### src/rtl/convo_core.sv
`timescale 1ns/1ps
// convo_core
//   3x3 convolution core computing per-channel partial sums for 4 filters in
//   parallel. An init pulse walks every input channel: the channel's 9 kernel
//   words are read from the internal weight ROM (LOAD), start_core_sim pulses
//   (START), then a 3x3 window slides over the internal square activation
//   image in raster order, one window per cycle (CONV). Each window yields
//   four 8-bit partial sums one cycle after it is presented.
//
//   Optional build macro: PSUM_SATURATE_EN
//     defined   -> a psum above 255 is clamped to 255
//     undefined -> psums are truncated mod 256
//
// Ports
//   clk_0, rst_0 (async, active low), en_0 (global freeze when low)
//   init_signal_0 : start pulse, only looked at in IDLE
//   addr_rst_0    : synchronous clear of the weight address counter
//   channel_0, stride_0, width_0, weight_size_0 : run configuration
//   BRAM_addr_weight, weight_end_0, weight_done : weight fetch status
//   weight0..3_sim : per-filter kernel, byte j = element j (row-major)
//   activate0..2_sim : current window rows, byte i = column i
//   start_core_sim : one-cycle pulse when a channel's kernel is loaded
//   out_psum0..3_0, out_psum_vld_0, channel_end_out : partial sum stream
//   o_dbg_state : FSM state (0 IDLE, 1 LOAD, 2 START, 3 CONV)
//
// Output stream handshake: out_psum_vld_0 is a strobe with no back-pressure;
// a psum is new on each rising edge where en_0 was high and vld is set.
// While en_0 is low every register, including vld, holds its value.
module convo_core (
  input  logic        clk_0,
  input  logic        rst_0,
  input  logic        en_0,
  input  logic        init_signal_0,
  input  logic        addr_rst_0,
  input  logic [11:0] channel_0,
  input  logic [2:0]  stride_0,
  input  logic [11:0] width_0,
  input  logic [31:0] weight_size_0,
  output logic [31:0] BRAM_addr_weight,
  output logic        weight_end_0,
  output logic        weight_done,
  output logic [71:0] weight0_sim,
  output logic [71:0] weight1_sim,
  output logic [71:0] weight2_sim,
  output logic [71:0] weight3_sim,
  output logic [23:0] activate0_sim,
  output logic [23:0] activate1_sim,
  output logic [23:0] activate2_sim,
  output logic        start_core_sim,
  output logic [7:0]  out_psum0_0,
  output logic [7:0]  out_psum1_0,
  output logic [7:0]  out_psum2_0,
  output logic [7:0]  out_psum3_0,
  output logic        out_psum_vld_0,
  output logic        channel_end_out,
  output logic [1:0]  o_dbg_state
);

  typedef enum logic [1:0] {S_IDLE = 2'd0, S_LOAD = 2'd1, S_START = 2'd2, S_CONV = 2'd3} state_t;

  state_t            r_state;
  state_t            w_next;
  logic [11:0]       r_ch;
  logic [3:0]        r_ld_cnt;
  logic [31:0]       r_addr;
  logic              r_wdone;
  logic [71:0]       r_wgt [4];
  logic [11:0]       r_ox, r_oy, r_x, r_r;
  logic              r_cur_last;
  logic [2:0][23:0]  r_act;
  logic [7:0]        r_psum [4];
  logic              r_vld;
  logic              r_chend;

  logic              w_cfg_ok;
  logic              w_go;
  logic [11:0]       w_stride;
  logic [11:0]       w_o;
  logic              w_last_win;
  logic              w_more_ch;
  logic [7:0]        w_base;
  logic [2:0][23:0]  w_win;
  logic [19:0]       w_sum [4];
  logic [7:0]        w_psum [4];
  logic [7:0]        w_rom [4];

  assign w_cfg_ok  = (width_0 >= 12'd3) && (stride_0 != 3'd0) && (channel_0 != 12'd0);
  assign w_go      = init_signal_0 && w_cfg_ok;
  // Guard the divider against stride 0; that configuration never starts a run.
  assign w_stride  = (stride_0 == 3'd0) ? 12'd1 : {9'd0, stride_0};
  assign w_o       = ((width_0 - 12'd3) / w_stride) + 12'd1;
  // Last window being presented next (counters point at the next window).
  assign w_last_win = (r_ox == w_o - 12'd1) && (r_oy == w_o - 12'd1);
  assign w_more_ch  = ({1'b0, r_ch} + 13'd1) < {1'b0, channel_0};

  // Window generator: only the low 8 bits of the activation formula matter.
  always_comb begin
    w_base = {r_ch[3:0], 4'b0000} + 8'(r_r[7:0] * width_0[7:0]) + r_x[7:0];
    w_win  = '0;
    for (int n = 0; n < 3; n++) begin
      for (int i = 0; i < 3; i++) begin
        w_win[n][8*i +: 8] = w_base + 8'(8'(n) * width_0[7:0]) + 8'(i);
      end
    end
  end

  // Weight ROM word: filter k byte = address[7:0] + k.
  always_comb begin
    for (int k = 0; k < 4; k++) begin
      w_rom[k] = r_addr[7:0] + 8'(k);
    end
  end

  // Partial sums over the presented window, full width before reduction.
  always_comb begin
    for (int k = 0; k < 4; k++) begin
      w_sum[k] = '0;
      for (int i = 0; i < 3; i++) begin
        for (int j = 0; j < 3; j++) begin
          w_sum[k] = w_sum[k] + 20'(r_wgt[k][8*(3*i+j) +: 8]) * 20'(r_act[i][8*j +: 8]);
        end
      end
`ifdef PSUM_SATURATE_EN
      w_psum[k] = (w_sum[k] > 20'd255) ? 8'hFF : w_sum[k][7:0];
`else
      w_psum[k] = w_sum[k][7:0];
`endif
    end
  end

  // Next-state logic.
  always_comb begin
    w_next = r_state;
    case (r_state)
      S_IDLE:  if (w_go) w_next = S_LOAD;
      S_LOAD:  if (r_ld_cnt == 4'd9) w_next = S_START;
      S_START: w_next = S_CONV;
      S_CONV:  if (r_cur_last) w_next = w_more_ch ? S_LOAD : S_IDLE;
      default: w_next = S_IDLE;
    endcase
  end

  always_ff @(posedge clk_0 or negedge rst_0) begin
    if (!rst_0) begin
      r_state    <= S_IDLE;
      r_ch       <= '0;
      r_ld_cnt   <= '0;
      r_addr     <= '0;
      r_wdone    <= 1'b0;
      for (int k = 0; k < 4; k++) begin
        r_wgt[k]  <= '0;
        r_psum[k] <= '0;
      end
      r_ox       <= '0;
      r_oy       <= '0;
      r_x        <= '0;
      r_r        <= '0;
      r_cur_last <= 1'b0;
      r_act      <= '0;
      r_vld      <= 1'b0;
      r_chend    <= 1'b0;
    end else if (en_0) begin
      r_state <= w_next;
      r_vld   <= 1'b0;
      r_chend <= 1'b0;

      // Address counter: explicit clear wins over everything else.
      if (addr_rst_0) begin
        r_addr <= '0;
      end else if (r_state == S_IDLE && w_go) begin
        r_addr <= '0;
      end else if (r_state == S_LOAD && r_ld_cnt < 4'd9) begin
        r_addr <= r_addr + 32'd1;
      end

      case (r_state)
        S_IDLE: begin
          if (w_go) begin
            r_wdone  <= 1'b0;
            r_ch     <= '0;
            r_ld_cnt <= '0;
          end
        end
        S_LOAD: begin
          if (r_ld_cnt < 4'd9) begin
            // Registered ROM read: this cycle's word lands in element ld_cnt.
            for (int k = 0; k < 4; k++) begin
              for (int j = 0; j < 9; j++) begin
                if (r_ld_cnt == 4'(j)) r_wgt[k][8*j +: 8] <= w_rom[k];
              end
            end
            if (r_addr == weight_size_0 - 32'd1) r_wdone <= 1'b1;
            r_ld_cnt <= r_ld_cnt + 4'd1;
          end else begin
            r_ox       <= '0;
            r_oy       <= '0;
            r_x        <= '0;
            r_r        <= '0;
            r_cur_last <= 1'b0;
          end
        end
        S_START, S_CONV: begin
          if (r_state == S_CONV) begin
            for (int k = 0; k < 4; k++) r_psum[k] <= w_psum[k];
            r_vld   <= 1'b1;
            r_chend <= r_cur_last;
          end
          if (r_state == S_CONV && r_cur_last) begin
            r_ch     <= r_ch + 12'd1;
            r_ld_cnt <= '0;
          end else begin
            // Present the next window and advance the raster counters.
            r_act      <= w_win;
            r_cur_last <= w_last_win;
            if (r_ox == w_o - 12'd1) begin
              r_ox <= '0;
              r_x  <= '0;
              r_oy <= r_oy + 12'd1;
              r_r  <= r_r + w_stride;
            end else begin
              r_ox <= r_ox + 12'd1;
              r_x  <= r_x + w_stride;
            end
          end
        end
        default: ;
      endcase
    end
  end

  assign BRAM_addr_weight = r_addr;
  assign weight_end_0     = (r_addr == weight_size_0 - 32'd1);
  assign weight_done      = r_wdone;
  assign weight0_sim      = r_wgt[0];
  assign weight1_sim      = r_wgt[1];
  assign weight2_sim      = r_wgt[2];
  assign weight3_sim      = r_wgt[3];
  assign activate0_sim    = r_act[0];
  assign activate1_sim    = r_act[1];
  assign activate2_sim    = r_act[2];
  assign start_core_sim   = (r_state == S_START);
  assign out_psum0_0      = r_psum[0];
  assign out_psum1_0      = r_psum[1];
  assign out_psum2_0      = r_psum[2];
  assign out_psum3_0      = r_psum[3];
  assign out_psum_vld_0   = r_vld;
  assign channel_end_out  = r_chend;
  assign o_dbg_state      = r_state;

endmodule

### config.mk
export PLATFORM = sky130hd
export DESIGN_NAME = convo_core
export DESIGN_NICKNAME = d
export VERILOG_FILES = /design/src/rtl/convo_core.sv
export SDC_FILE = /design/constraint.sdc
export NUM_CORES = 2
export LEC_CHECK = 0
export BUFFER_PORTS_ARGS = -buffer_cell sky130_fd_sc_hd__buf_2
export CAP_MARGIN = 0
export CORE_MARGIN = 3
export CORE_UTILIZATION = 55
export DETAILED_ROUTE_END_ITERATION = 7
export PLACE_DENSITY = 0.8
export SETUP_SLACK_MARGIN = 0.4
export SYNTH_ARGS = -nofsm -noshare
export SYNTH_HDL_FRONTEND = slang
export SYNTH_SLANG_ARGS = --single-unit
### constraint.sdc
create_clock -name clk_0 -period 16.4 [get_ports clk_0]
set_clock_uncertainty 0.15 [all_clocks]
set_input_delay 0.82 -clock clk_0 [delete_from_list [all_inputs] [get_ports clk_0]]
set_output_delay 0.82 -clock clk_0 [all_outputs]
set_load 0.005 [all_outputs]
==> metrics <==
xor/xnor share of the synthesized area 0.112; area occupied by multi-input gates between 40000 and 50000 um^2; storage element area 11500 um^2; Synth Register Bits 461; first-pass GRT wire length 345000 um; CTS tree done; CP bufs+invs 5; failing checks negative setup slack; Power Density between 150 and 200 nW/um^2; DRC errors left 0; slew of the pin with the lowest slew margin between 1 and 1.5 ns; # placed instances ~8700; Die X-Extent between 300 and 400 um; Std-Cell Core Area approximately 110000 um^2; Post-Synth Adder-Cell Area 0.373; kind of cell adding the most delay to the critical path compound AO/OA/AOI/OAI gates; filler cell count 9027; highest-count cells in the layout ignoring fill and taps nand2_1 (1237), inv_1 (1022), fa_1 (713); setup slack at placement -2.84 ns; DRT Pass-1 Iters 7; worst skew pair latency about 0.7 ns; dpl hpwl between 150000 and 200000 um; WHS about 0.32 ns; Initial Util 0.559; Tot GR Track Use 0.419; number of synthesized flops with an enable pin 0; die area approximately 110000 um^2; CP peak stage delay about 0.58 ns; register area share after synthesis 0.191; status finished, violations left; initial antenna violation count 22; mux cell area share after synthesis 0.00642; fin nets between 8000 and 9000; syn avg cell area a little under 9 um^2; Tmin final roughly 18 ns; RSZ-0062 raised after global routing true; max-slew violations 0; critical path capture point type register; Starting DRT DRC Count approximately 5700; data arrival time of the worst path roughly 18 ns; clk sink count approximately 460; # Max-Cap Violations 0; vias in the first global route 52900; final setup fails 41; gr ovfl total 0; largest net degree at the start of global routing between 100 and 150; fmax approximately 57 MHz; Tcrit/Tclk final 1.07; P_leak 0.0354 uW; clock root cell clkbuf_16; Unique masters post-synth between 80 and 90; startpoint types input pin; Area Growth Syn to Fin 13.9%; cell area after synthesis 60400 um^2; most common cell after layout, fill and taps aside nand2_1; CP Data Required Time 16.83 ns; Top cell by count, worst path o21a_1; Max-slew headroom 0.0520; share of layout cells above drive strength 1 0.147; DR vias 52300; peak supply drop around 0.0003 V; critical path class in2reg; H-Tree Depth 2; IO Port Bufs 494; clk buf depth 3; Worst-path clk slew roughly 0.06 ns; routability cong. 1.06; Synth Area in Compound Gates 0.0571; final worst slack -1.13 ns; slowest CP cell or4_4; non-filler cells, final ~8900; syn nets 8225; CP max FO 6; WL/cell roughly 27 um; Ys Warns 0; simple-gate share of the synthesized area 0.177; die height about 340 um; row cnt 120; hold crit path type reg2reg; Primary FF master, synth dfrtp_1; I/O pin count slightly below 500; Vias per Instance 5.89; main combinational cell family by area after synthesis adder cells; TritonCTS Buffers between 50 and 60; final core area utilization 0.637; Final ANT Viol Nets 0; drt total wl between 200000 and 250000 um; Hold Violations, Final 0; Post-synth ARST share 1.00; Cells after Synth ~6800
flip-flops by register name (all words and copies together) (netlist names), 21 cells and up:
| register | count |
|---|---|
| BRAM_addr_weight | 32 |
| activate0_sim | 23 |
| activate1_sim | 23 |
| activate2_sim | 21 |
| weight0_sim | 72 |
| weight1_sim | 72 |
| weight2_sim | 63 |
| weight3_sim | 63 |
routing by layer:
layer / up-vias / part of all wire / global-route usage
li1: 22300 / - / -
met1: 25500 / 0.34 / 0.498
met2: 3477 / 0.43 / 0.637
met3: 998 / 0.13 / 0.133
met4: 6 / 0.098 / 0.313
met5: - / 0.00020 / 0
Yosys cell counts, types with 7 or more instances:
library cell	instances	area (um^2)
a211o_1	15	131
a211oi_1	9	67.6
a21o_1	25	188
a21oi_1	95	475
a22o_1	7	61.3
a31oi_1	12	75.1
and2_1	578	3620
and3_1	35	219
buf_4	35	263
clkbuf_1	224	841
dfrtp_1	461	11500
fa_1	713	14300
ha_1	662	8280
inv_1	1023	3840
mux2_2	24	270
mux2i_1	9	90.1
nand2_1	1249	4690
nand2b_1	15	93.8
nand3_1	53	265
nand4_1	31	194
nor2_1	156	586
nor2b_1	19	119
nor3_1	42	210
nor3b_1	11	82.6
nor4_1	18	113
o211ai_1	10	75.1
o21a_1	17	128
o21ai_0	308	1540
o21bai_1	7	52.6
o22ai_1	9	56.3
o31ai_1	9	67.6
or2_2	9	56.3
or3_1	14	87.6
or4_1	7	52.6
xnor2_1	576	5040
xor2_1	200	1750
worst paths after layout:
path	startpoint	to	slack, ns	depth (start not counted)
max in group asynchronous	rst_0	BRAM_addr_weight[18]$_DFFE_PN0P_	11.56	6
min reg2reg	out_psum3_0[5]$_DFFE_PN0P_	out_psum3_0[5]$_DFFE_PN0P_	0.32	2
min in group asynchronous	rst_0	weight3_sim[33]$_DFFE_PN0P_	0.50	2
min	out_psum3_0[5]$_DFFE_PN0P_	out_psum3_0[5]$_DFFE_PN0P_	0.32	2
max	width_0[6]	r_oy[0]$_DFFE_PN0P_	-1.13	87
max reg2reg	activate0_sim[16]$_DFFE_PN0P_	out_psum2_0[7]$_DFFE_PN0P_	6.69	28
layout make-up:
cell class / count / share of cell area
multi-input combinational: 5029 / 0.646
sequential: 461 / 0.168
timing repair buffer: 836 / 0.0746
inverter: 1025 / 0.0559
tap: 1403 / 0.0255
clock buffer: 67 / 0.0218
clock inverter: 40 / 0.00818
antenna: 13 / 0.000472
logic make-up (layout without fill, tap and decap cells):
family	count (synthesis)	count (layout)
flip-flops	461	461
AO/OA/AOI/OAI	578	578
multiplexers	35	35
AND/OR/NAND/NOR	2264	2264
buffers and inverters	1296	1968
adder cells (fa/ha/maj)	1376	1376
XOR/XNOR	776	776
other	0	13
report_power, final:
| group | switching [uW] | internal, uW | leakage, uW |
|---|---|---|---|
| Clock | 597 | 825 | 0.000998 |
| Combinational | 4850 | 3420 | 0.0282 |
| Sequential | 500 | 1300 | 0.00618 |
| Total | 5950 | 5540 | 0.0354 |
worst min-delay path: cells and delay by family (launching register included):
kind,cells,cell delay [ns]
DFF,1,0.33
AOI/OAI and AO/OA,1,0.06
and+or+nand+nor,1,0.04
per-stage QoR:
stage | area [um^2] | total power [uW] | setup TNS [ns]
after global placement | 65900 | 9510 | -100.66
after floorplan | 60600 | 6470 | -67.08
after global routing | 68800 | 12200 | -76.45
after CTS | 68500 | 11300 | -54.53
final | 68800 | 11500 | -42.27
after detailed placement | 65900 | 9630 | -108.47
repair_timing:
action | 4_1_cts | 5_1_grt
hold buffers | 1 | 0
cloned | 0 | 1
resized for setup | 51 | 33
endpoints found under the setup margin | 41 | 41
setup buffers | 36 | 18
endpoints found under the hold margin | 18 | 0
pin swaps | 50 | 32
Note: power is estimated with default switching activity, not from simulation.
